## config.mk

```make
export PLATFORM = sky130hd
export DESIGN_NAME = map_write_scheduler
export DESIGN_NICKNAME = d
export VERILOG_FILES = /design/src/rtl/map_sched_pkg.sv /design/src/rtl/map_req_fifo.sv /design/src/rtl/map_write_scheduler.sv
export SDC_FILE = /design/constraint.sdc
export NUM_CORES = 1
export LEC_CHECK = 0
export ABC_CLOCK_PERIOD_IN_PS = 8900
export CAP_MARGIN = 20
export CORE_MARGIN = 4
export CORE_UTILIZATION = 45
export CTS_BUF_LIST = sky130_fd_sc_hd__clkbuf_4 sky130_fd_sc_hd__clkbuf_8
export DETAILED_ROUTE_END_ITERATION = 10
export HOLD_SLACK_MARGIN = 0.1
export SYNTH_ARGS = -nofsm -noshare
export SYNTH_HDL_FRONTEND = slang
export SYNTH_SLANG_ARGS = --single-unit
export TNS_END_PERCENT = 10
```

## constraint.sdc

```tcl
create_clock -name clk -period 8.9 [get_ports clk]
set_input_delay 1.78 -clock clk [delete_from_list [all_inputs] [get_ports clk]]
set_output_delay 1.78 -clock clk [all_outputs]
set_load 0.03 [all_outputs]
```

## src/rtl/map_sched_pkg.sv

```systemverilog
// Shared types for the map write scheduler: queued update record, tile codes,
// map geometry and scheduler FSM states.
package map_sched_pkg;

  localparam int MAP_COLS = 40;
  localparam int MAP_ROWS = 30;

  typedef struct packed {
    logic [10:0] addr;
    logic [3:0]  tile;
  } map_req_t;

  typedef enum logic [3:0] {
    TILE_BG    = 4'd0,
    TILE_STONE = 4'd1,
    TILE_BOX   = 4'd2
  } tile_t;

  typedef enum logic [1:0] {
    IDLE    = 2'd0,
    PENDING = 2'd1,
    DRAIN   = 2'd2
  } sched_state_t;

endpackage

```

## src/rtl/map_req_fifo.sv

```systemverilog
// Synchronous FIFO of map updates with a wrap-bit pointer scheme and an
// in-place tile overwrite port for the most recently queued entry.
module map_req_fifo
  import map_sched_pkg::*;
#(
  parameter int DEPTH = 16
) (
  input  logic                     clk,
  input  logic                     rst,
  input  logic                     push,
  input  map_req_t                 push_data,
  input  logic                     pop,
  output map_req_t                 head,
  input  logic                     tail_wr,
  input  logic [3:0]               tail_tile,
  output map_req_t                 tail,
  output logic                     full,
  output logic                     empty,
  output logic [$clog2(DEPTH):0]   count
);

  localparam int AW = $clog2(DEPTH);
  localparam logic [AW:0] ONE = 1;

  map_req_t    mem [DEPTH];
  logic [AW:0] wr_ptr, rd_ptr, tail_ptr;

  assign tail_ptr = wr_ptr - ONE;
  assign head     = mem[rd_ptr[AW-1:0]];
  assign tail     = mem[tail_ptr[AW-1:0]];
  assign count    = wr_ptr - rd_ptr;
  assign empty    = (wr_ptr == rd_ptr);
  assign full     = (wr_ptr[AW-1:0] == rd_ptr[AW-1:0]) && (wr_ptr[AW] != rd_ptr[AW]);

  always_ff @(posedge clk or posedge rst) begin
    if (rst) begin
      wr_ptr <= '0;
      rd_ptr <= '0;
    end else begin
      if (push) wr_ptr <= wr_ptr + ONE;
      if (pop)  rd_ptr <= rd_ptr + ONE;
    end
  end

  // Storage needs no reset: pointers alone define which slots are live.
  always_ff @(posedge clk) begin
    if (push)
      mem[wr_ptr[AW-1:0]] <= push_data;
    else if (tail_wr)
      mem[tail_ptr[AW-1:0]].tile <= tail_tile;
  end

endmodule

```

## src/rtl/map_write_scheduler.sv

```systemverilog
// Round-robin collects tile updates from two ports and commits them to map RAM
// only during vblank. Optional macro MAP_WRITE_COALESCE_EN merges tail repeats.
module map_write_scheduler
  import map_sched_pkg::*;
#(
  parameter int FIFO_DEPTH = 16,
  parameter int MAP_CELLS  = 1200
) (
  input  logic                          clk,
  input  logic                          reset,
  input  logic                          vblank,
  input  logic                          req0_valid,
  input  logic [10:0]                   req0_addr,
  input  logic [3:0]                    req0_tile,
  output logic                          req0_ready,
  input  logic                          req1_valid,
  input  logic [10:0]                   req1_addr,
  input  logic [3:0]                    req1_tile,
  output logic                          req1_ready,
  output logic                          map_write,
  output logic [10:0]                   map_write_addr,
  output logic [7:0]                    map_write_data,
  output logic [$clog2(FIFO_DEPTH):0]   fifo_count,
  output logic                          busy,
  output logic                          err_range,
  input  logic                          err_clear
);

  localparam int CW = $clog2(FIFO_DEPTH) + 1;
  localparam logic [11:0] CELLS = 12'(MAP_CELLS);

  sched_state_t state, state_next;
  logic     last_gnt;  // 1 = port 1 was granted last, so port 0 wins a tie
  logic     gnt0, gnt1, in_range, accept, push, pop, coalesce, drained;
  logic     full, empty;
  map_req_t sel, head, tail;

  assign gnt1     = req1_valid && (!req0_valid || !last_gnt);
  assign gnt0     = req0_valid && !gnt1;
  assign sel      = gnt1 ? {req1_addr, req1_tile} : {req0_addr, req0_tile};
  assign in_range = ({1'b0, sel.addr} < CELLS);
  assign pop      = vblank && !empty;

`ifdef MAP_WRITE_COALESCE_EN
  // A tail that is also the head being popped this cycle cannot be merged into.
  assign coalesce = in_range && !empty && (tail.addr == sel.addr) &&
                    !(pop && fifo_count == CW'(1));
`else
  logic unused_tail;
  assign unused_tail = ^tail;
  assign coalesce    = 1'b0;
`endif

  assign accept     = (gnt0 || gnt1) && (!in_range || coalesce || !full || pop);
  assign req0_ready = gnt0 && accept;
  assign req1_ready = gnt1 && accept;
  assign push       = accept && in_range && !coalesce;
  assign drained    = pop && !push && (fifo_count == CW'(1));
  assign busy       = (fifo_count != '0) || map_write;

  map_req_fifo #(.DEPTH(FIFO_DEPTH)) u_fifo (
    .clk       (clk),
    .rst       (reset),
    .push      (push),
    .push_data (sel),
    .pop       (pop),
    .head      (head),
    .tail_wr   (accept && coalesce),
    .tail_tile (sel.tile),
    .tail      (tail),
    .full      (full),
    .empty     (empty),
    .count     (fifo_count)
  );

  always_comb begin
    state_next = state;
    case (state)
      IDLE:    if (push) state_next = PENDING;
      PENDING: if (drained) state_next = IDLE;
               else if (vblank) state_next = DRAIN;
      DRAIN:   if (drained) state_next = IDLE;
               else if (!vblank) state_next = PENDING;
      default: state_next = IDLE;
    endcase
  end

  always_ff @(posedge clk or posedge reset) begin
    if (reset) begin
      state          <= IDLE;
      last_gnt       <= 1'b1;
      err_range      <= 1'b0;
      map_write      <= 1'b0;
      map_write_addr <= '0;
      map_write_data <= '0;
    end else begin
      state     <= state_next;
      map_write <= pop;
      if (accept) last_gnt <= gnt1;
      if (accept && !in_range) err_range <= 1'b1;
      else if (err_clear)      err_range <= 1'b0;
      if (pop) begin
        map_write_addr <= head.addr;
        map_write_data <= {4'd0, head.tile};
      end
    end
  end

endmodule

```

==> Word-level counts from Yosys, hierarchy flattened <==
Memories as Yosys holds them, arrays and structs flattened. A register that Yosys moved wholly into a read port is not among the register bits.
Cells that the tools add are included.
{ "word_totals": {"register_bits": 13, "ram_bits": 240, "output_inout_bits": 29, "elab_cells": 40, "mem_count": 1} }
{ "classes": {"addsub": 3, "order_cmp": 1, "eq_ne": 3, "n_mux": 5, "reduce_logical": 22} }
{ "mem_list": {"columns": ["memory", "words", "word_bits", "rd", "rd_clocked_by_memory_dff", "write_ports", "line_no", "rtl"], "rows": [
  ["u_fifo.mem", 16, 15, 1, 1, 1, "map_req_fifo.sv:25", "map_req_t mem [DEPTH];"]
]} }
{ "ops": {"columns": ["cell", "n"], "rows": [
  ["$mux 15", 1],
  ["$lt 11x11->1 const B", 1],
  ["$add 5x1->5 const B", 2],
  ["$logic_and 1x1->1", 9],
  ["$logic_not 1->1", 6],
  ["$eq 5x5->1", 1],
  ["$logic_or 1x1->1", 5],
  ["$reduce_bool 5->1", 1],
  ["$sub 5x5->5", 1],
  ["$eq 4x4->1", 1],
  ["$mux 1", 4],
  ["$reduce_bool 2->1", 1],
  ["$ne 1x1->1", 1]
]} }

==> Depth between registers and ports, before layout <==
Gate-level depths: netlist of the first run.
{ "logic_depth": {"word_depth": 12, "depth_mapped": 11, "ltp_nobuf": 8} }

==> Hierarchy <==
Synthesis of the first run repeated with hierarchy kept, for this count alone.
{ "hier_totals": {"hier_cells": 958, "hier_area_um2": 13524.2} }
{ "by_module_without_submodules": {"columns": ["module", "n_inst", "cells_per_inst", "area_per_inst_um2"], "rows": [
  ["map_req_fifo", 1, 842, 12503.2],
  ["map_write_scheduler", 1, 116, 1021.0]
]} }

==> Worst setup path before layout of the first run <==
No wires, ideal clock.
{ "synth_path": {"path_type": "input port to output port", "start": "input req1_valid", "end": "output req0_ready", "arrival_ps": 3106, "t_required_ps": 7120, "setup_slack_ps": 4014, "cell_stages": 4, "path_buffers": 0, "path_cell_list": "a21boi_1 > a211oi_1 > a211oi_2 > nor3b_1"} }
{ "synth_between": {"elab_chain_cells": 8, "elab_cells_between_ends": 11} }
{ "synth_lines": {"columns": ["item", "line_no", "rtl"], "rows": [
  ["start, declared", "map_write_scheduler.sv:16", "input logic req1_valid,"],
  ["$logic_and 1x1->1 *", "map_write_scheduler.sv:38", "assign gnt1 = req1_valid && (!req0_valid || !last_gnt);"],
  ["$mux 15", "map_write_scheduler.sv:40", "assign sel = gnt1 ? {req1_addr, req1_tile} : {req0_addr, req0_tile};"],
  ["$lt 11x11->1", "map_write_scheduler.sv:41", "assign in_range = ({1'b0, sel.addr} < CELLS);"],
  ["$logic_not 1->1", "map_write_scheduler.sv:54", "assign accept = (gnt0 || gnt1) && (!in_range || coalesce || !full || pop);"],
  ["$logic_or 1x1->1 (2 in a row)", "map_write_scheduler.sv:54", null],
  ["$logic_and 1x1->1", "map_write_scheduler.sv:54", null],
  ["$logic_and 1x1->1 *", "map_write_scheduler.sv:55", "assign req0_ready = gnt0 && accept;"],
  ["end, declared", "map_write_scheduler.sv:15", "output logic req0_ready,"]
]} }
Every way passes the cells marked *; elsewhere a longest branch is shown, timed or not.

==> Worst setup path after layout of the first run <==
Ends and elaborated chain as after synthesis.

==> results summary, run 1 <==
The run finished with clean final reports. The total power per unit cell area came out at 334 mW/mm^2. In this run the static leakage power is 4.31 nW. The clock-pin slew reported for the worst setup and hold paths after clock tree synthesis came out at 0.05 ns. The count of inserted antenna diode cells is 0. The most used standard cell by instance count after synthesis is sky130_fd_sc_hd__edfxtp_1. The number of placed instances, taps included came out at 943.

The fmax came out at 158 MHz. The via count of the first global-routing pass came out at 6206. The number of storage elements in the synthesis netlist came out at 268.

The worst relative slew slack is 25.0%. The latest clock arrival within the worst-skew pair is 0.55 ns. The total number of yosys warnings came out at 0. The average wire per cell in the routed design came out at 24.3 um.

Routability-driven placement finished with a final weighted congestion of 0.778. In this run the register-to-register setup slack is 4.21 ns. Between clock sinks in the finished design, the worst skew comes to 0.0240 ns. Counting flops with a built-in enable in the synthesized netlist gives 240. The count of max-cap constraint violations is 0. The initialized floorplan defines 56 standard-cell rows. The layout overhead on the synthesized area is 17.6%. The number of buffers on the longest clock path is 3. The post-detailed-placement half-perimeter wirelength is 14500 um.

The number of placed I/O pins is 65. The first-pass GRT wire length is 37500 um. Each instance of the synthesized netlist takes up on average 18.7 sq um. The initial cell density of the core came out at 46.0%. In the synthesized netlist the async set-or-reset flop fraction comes to 10.4%. Setup repair after global routing left no endpoint under its margin. The number of nets with antenna violations after routing came out at 0. The share of post-route cells with drive strength above 1 came out at 25.1%. The number of CTS-inserted buffers is 44. The leftover overflow at the end of global routing came out at 0. The max-slew violation total from the final report is 0. The area share of the leading cell type in the synthesized netlist came out at 66.3%. After detailed routing, the number of vias per cell comes to 5.58.

The number of instances resized during post-cts repair is 0. The tree built by TritonCTS fans out to 268 sinks. STA classifies the critical path startpoint as a primary input. The ratio of final minimum period to clock period is 71.3%. The endpoint identified for the worst register-to-register timing path is u_fifo.mem[12][11]. Adding up every negative setup slack in the final design gives 0 ns.

The netlist area before placement came out at 0.0109 sq mm. The startpoint identified for the worst hold timing path is u_fifo.rd_ptr[4]. After synthesis, the cell types taking the most area are sky130_fd_sc_hd__edfxtp_1, sky130_fd_sc_hd__mux4_2, sky130_fd_sc_hd__dfrtp_1, sky130_fd_sc_hd__nand2_1, sky130_fd_sc_hd__mux2_2. The initial antenna violation count came to 0.

The total number of vias is 5724. Among all flip-flop cells after synthesis, the most frequent one is sky130_fd_sc_hd__edfxtp_1. Buffers added to address setup during post-CTS repair amount to 0. Entering global routing, the biggest net connects 63 pins. The transition time at the pin with the least slew margin came out at 1.12 ns.

The quantity of I/O buffers inserted on ports is 60. After the flow finishes, the layout carries non-filler instances totaling 1025. The overall power of the completed layout came out at 4.27 mW.

The worst hold path belongs to the class reg2reg. The die width came out at 163 um. The launch instance of the worst register-to-register path is u_fifo.rd_ptr[2]. The distinct cell type count after synthesis came out at 46.

Clock tree synthesis selected as its root buffer the cell sky130_fd_sc_hd__clkbuf_8. The data arrival at the endpoint of the critical path came out at 4.57 ns. In the global route stage, overall resource usage came out at 19.2%. The first-pass iteration count of the detailed router came out at 4. For this design, the CTS-stage hold fixing added 0 buffers. The net count reported at finish came out at 718. The hold violation count in the final report was 0.

The worst reg2reg path depth came out at 8. In the synthesized netlist, the cells that appear most often are sky130_fd_sc_hd__edfxtp_1, sky130_fd_sc_hd__mux4_2, sky130_fd_sc_hd__nand2_1. The full die area came out at 0.0267 sq mm. The minimum clock period after layout is 6.35 ns. The most area-hungry cell type in the Yosys netlist is sky130_fd_sc_hd__edfxtp_1. Counting instances, the worst hold path has a depth of 1. The number of DRC violations after detailed routing came out at 0.

The worst hold path terminates at u_fifo.rd_ptr[4]. In this run, the number of DRC markers left after iteration 0 of detailed routing was 447. The data required time of the worst path is 7.12 ns.

The worst-case IR drop observed on VDD is 0.000262 V. The vertical die dimension is 163 um. The setup path with the least slack is of type in2out. In this run the worst path has a maximum fanout of 15. The synthesized instance count came out at 582. The post-synthesis sequential area ratio is 72.8%.

The number of H-tree levels is 2. The aggregate routed wire length came out at 25000 um. The floorplan step defined a core boundary enclosing 0.0236 sq mm.

The worst setup path is captured at an output pin. The final count of negative-setup-slack endpoints came out at 0. TritonCTS built the clock tree.
==> through the flow <==
stage / instance area [sq um] / util (%) / worst slack (ns) / hold WS, ns
6_report: 12800 / 54.1 / 2.55 / 0.527
5_1_grt: 12800 / 54.1 / 2.42 / 0.535
4_1_cts: 12800 / 54.0 / 2.57 / 0.529
3_5_place_dp: 11800 / 50.0 / 2.59 / 0.521
3_3_place_gp: 11800 / 50.0 / 2.64 / 0.511
2_1_floorplan: 10900 / - / 4.01 / 0.496
==> worst max path at each step <==
| stage | slack (ns) | to | startpoint | depth (start not counted) |
|---|---|---|---|---|
| 6_report | 2.55 | req0_ready | req1_valid | 7 |
| 5_1_grt | 2.42 | req0_ready | req0_valid | 7 |
| 4_1_cts | 2.57 | req0_ready | req1_valid | 7 |
| 3_5_place_dp | 2.59 | req0_ready | req1_valid | 7 |
| 3_3_place_gp | 2.64 | req0_ready | req1_valid | 7 |
| 2_1_floorplan | 4.01 | req0_ready | req1_valid | 4 |
==> cell families after synthesis <==
logic type / synth area share [%]
multiplexers: 13.9
adder cells (fa/ha/maj): 1.22
XOR/XNOR: 1.04
buffers and inverters: 2.34
flip-flops: 72.8
AND/OR/NAND/NOR: 4.77
other: 0.0345
AO/OA/AOI/OAI: 3.97
==> routing by layer <==
layer  wire length (um)  vias to the layer above  part of all wire (%)  track usage (%)
met1              10800                     2995                    43             26.6
met5                  0                        -                     0                0
li1                   -                     2499                     -                -
met4                488                        0                   2.0             5.76
met2              12100                      194                    48             30.8
met3               1610                       36                   6.4             4.21
==> report_power, final <==
group          switching (mW)  internal [mW]  total, mW
clock                   0.483          0.669       1.15
sequential              0.115           1.57       1.69
combinational           0.820          0.614       1.43
==> registers in the layout, indices dropped and copies added, names as in the netlist <==
| register | flops |
|---|---|
| last_gnt | 1 |
| u_fifo.rd_ptr | 5 |
| err_range | 1 |
| u_fifo.wr_ptr | 5 |
| map_write_data | 4 |
| u_fifo.mem | 240 |
| map_write | 1 |
| map_write_addr | 11 |
==> worst max-delay path, cell delays in order <==
cell and delay, ns:
sky130_fd_sc_hd__clkdlybuf4s50_1 0.51, sky130_fd_sc_hd__a21boi_2 0.39, sky130_fd_sc_hd__buf_4 0.31, sky130_fd_sc_hd__and2_4 0.20, sky130_fd_sc_hd__a211oi_2 0.10, sky130_fd_sc_hd__nor3b_1 0.46
sky130_fd_sc_hd__clkdlybuf4s50_1 0.81
==> layout make-up <==
type	count	area [sq um]
fill	1901	10800
timing repair buffer	76	728
clock inverter	25	254
multi-input combinational	269	2740
sequential	268	7910
clock buffer	55	701
inverter	13	48.8
tap	319	399
==> cells in the final DEF (no fill, tap or decap), drive strengths merged, types with 11 or more instances in the layout <==
cell type / synthesis / routed
a21oi: 19 / 19
edfxtp: 240 / 240
dfrtp: 27 / 27
and2: 16 / 16
clkbuf: 7 / 55
inv: 12 / 14
a211oi: 20 / 20
clkdlybuf4s50: 0 / 60
mux2: 14 / 14
mux4: 60 / 60
clkinv: 1 / 17
xnor2: 11 / 11
nand2: 56 / 56
o22ai: 16 / 16
buf: 28 / 16
Power figures use the tool's default switching activity.
==> run 2, diff against run 1 <==
--- a/config.mk
+++ b/config.mk
@@ -5,13 +5,14 @@
 export SDC_FILE = /design/constraint.sdc
 export NUM_CORES = 1
 export LEC_CHECK = 0
-export ABC_CLOCK_PERIOD_IN_PS = 8900
+export ABC_CLOCK_PERIOD_IN_PS = 5500
 export CAP_MARGIN = 20
 export CORE_MARGIN = 4
 export CORE_UTILIZATION = 45
 export CTS_BUF_LIST = sky130_fd_sc_hd__clkbuf_4 sky130_fd_sc_hd__clkbuf_8
 export DETAILED_ROUTE_END_ITERATION = 10
 export HOLD_SLACK_MARGIN = 0.1
+export PLACE_DENSITY = 0.66
 export SYNTH_ARGS = -nofsm -noshare
 export SYNTH_HDL_FRONTEND = slang
 export SYNTH_SLANG_ARGS = --single-unit
==> constraint.sdc (replaced) <==
create_clock -name clk -period 5.5 [get_ports clk]
set_input_delay 1.1 -clock clk [delete_from_list [all_inputs] [get_ports clk]]
set_output_delay 1.1 -clock clk [all_outputs]
set_load 0.03 [all_outputs]
==> run 2 against run 1 <==
  * Register-to-register slack worse by 2.0 ns
  * Worst hold slack better by 0.0015 ns
  * Flip-flop and latch count stayed put
  * Clock power is 48% higher
==> results summary, run 2 (same netlist as run 1, synthesis figures left out) <==
The flow ran to the end, and the final reports show no timing, DRC or antenna violations. In this design, the largest share of critical-path delay is due to buffers and inverters. The hold buffer count at CTS is 0. The register with the most flip-flops in the layout has 240 of them.

The type of the worst setup path is in2out. The routed design could run at a clock period as short as 4.69 ns. The initial cell density of the core came out at 46.0%. On the final layout, the worst hold slack is 0.529 ns. The max-slew violation total from the final report is 0. The hold violation count in the final report came out at 0. TritonCTS built the clock tree.

The clock-pin slew reported for the worst setup and hold paths after clock tree synthesis came out at 0.06 ns. The number of placed I/O pins is 65. The worst setup path is launched from a primary input. The aggregate routed wire length is 24100 um.

The largest fanout on the critical path is 13. The number of setup buffers added after CTS came out at 0. The cell repeated most along the worst path is sky130_fd_sc_hd__clkdlybuf4s50_1. The setup TNS came out at 0 ns.

The library cell used most frequently in the layout, excluding fill and tap cells, is sky130_fd_sc_hd__edfxtp_1. The total power per unit cell area came out at 533 mW/mm^2. Setup slack on the worst reg-to-reg path comes out at 2.26 ns. At the end of routability-driven placement, the weighted congestion stood at 0.775. The via count of the first global-routing pass came out at 6064. The standard-cell row count came out at 56. The critical path starts at req0_valid.

The startpoint of the most critical hold path is u_fifo.rd_ptr[4]. After detailed routing, the number of remaining DRC violations is 0. The depth of the worst hold-timing path came out at 1.

The first-pass GRT wire length came out at 36400 um. The maximum number of pins on one net before global-route repair came out at 63. In this run, post-CTS repair resized a total of 0 instances.

The number of nets with antenna violations after routing came out at 0. The end of the worst register-to-register path is u_fifo.mem[14][14]. The worst hold path belongs to the class reg2reg. In this run, the number of DRC markers left after iteration 0 of detailed routing was 537.

The path with the worst hold slack has its endpoint at u_fifo.rd_ptr[4]. The transition time at the pin with the least slew margin is 1.09 ns. The detail-routed via count per cell came out at 5.58. In this run the horizontal extent of the chip is 163 um.

The number of buffers on the longest clock path came out at 3. Across the run, the number of max-cap violations was 0. The share of post-route cells with drive strength above 1 is 25.6%. The data arrival at the endpoint of the critical path is 3.59 ns.

The launch instance of the worst register-to-register path is u_fifo.rd_ptr[1]. Setup slack closes at 0.814 ns. The average wire per cell in the routed design is 23.5 um. In this design, the stage delay of the slowest critical-path cell is 0.70 ns. The net count reported at finish came out at 718.

The quantity of I/O buffers inserted on ports came out at 60. Setup repair after global routing left no endpoint under its margin. The total number of vias came out at 5724. The number of CTS-inserted buffers came out at 44.

The vertical die dimension came out at 163 um. The core footprint came out at 0.0236 sq mm. The later pin in the worst-skew pair is clocked with a latency of 0.55 ns.

The overall power of the completed layout is 6.76 mW. The ratio of final minimum period to clock period came out at 85.2%. The final count of negative-setup-slack endpoints came out at 0. The full die area came out at 0.0267 sq mm. OpenSTA, run right after detailed placement, puts the worst setup slack at 0.791 ns.

The fmax is 213 MHz. The layout overhead on the synthesized area came out at 16.7%. The worst setup path is captured at an output pin. The HPWL after detailed placement is 14400 um. The initial antenna violation count is 0. The signal on the critical path passes through clkdlybuf4s50_1 -> a21boi_2 -> and2_4 -> a211oi_2 -> nor3b_1 -> clkdlybuf4s50_1. The number of sinks driven by the clock tree came out at 268. The number of antenna diodes in the final layout is 0. In the layout the commonest cells are sky130_fd_sc_hd__edfxtp_1, sky130_fd_sc_hd__mux4_2, sky130_fd_sc_hd__clkdlybuf4s50_1. The first-pass iteration count of the detailed router came out at 5. The worst reg2reg path depth came out at 10. The total overflow left after global routing is 0.

The worst-case clock skew is 0.0203 ns. STA puts the critical path data required time at 4.40 ns. The total routing resource utilization after global routing is 18.5%. The worst relative slew slack is 27.4%.

The worst-case IR drop observed on VDD is 0.000395 V. The H-tree generated during clock tree synthesis spans 2 levels. The number of inserted filler cells in the final layout is 1884. The cell at the root of the clock tree is sky130_fd_sc_hd__clkbuf_8. The total buffers and inverters traversed by the critical path came out at 2. The static leakage power is 4.28 nW.

The slowest library cell on the worst path is sky130_fd_sc_hd__clkdlybuf4s50_1.
[run 2: changes by cell type in the layout (fill, tap and decap cells not counted), sizes merged]
cell      change
inv           -1
bufinv        -5
clkinv        -6
clkbuf       +15
clkinvlp      -2
[run 2: worst max-delay path by stage]
stage                             to  cells after the start
after floorplan                 busy                      9
after global placement    req0_ready                      6
after detailed placement  req0_ready                      6
after CTS                 req0_ready                      6
after global routing      req0_ready                      6
final                     req0_ready                      6
[run 2: area by class of cell]
class	instances	area, sq um	share of cell area, %
Clock buffer	70	826	6.51
Clock inverter	11	51.3	0.404
Inverter	13	48.8	0.385
Multi-Input combinational cell	269	2730	21.5
Sequential cell	268	7910	62.4
Tap cell	319	399	3.15
Timing Repair Buffer	76	721	5.68
[run 2: through the flow]
stage	util (%)	std cells	area, sq um
after floorplan	-	585	10900
after global placement	50.0	945	11800
after detailed placement	50.0	945	11800
after CTS	53.7	1026	12700
after global routing	53.7	1026	12700
final	53.7	1026	12700
[run 2: power breakdown]
part           internal, mW  leakage, nW  switching [mW]
registers              2.54         2.49           0.135
clock network         0.952        0.476           0.747
logic                 0.996         1.32            1.39
total                  4.49         4.28            2.27
[run 2: layer usage]
metal  global-route usage (%)  part of all wire [%]
met1                     24.8                    42
met2                     31.3                    50
met3                     3.36                   5.6
met4                     5.38                   2.1
met5                        0                     0
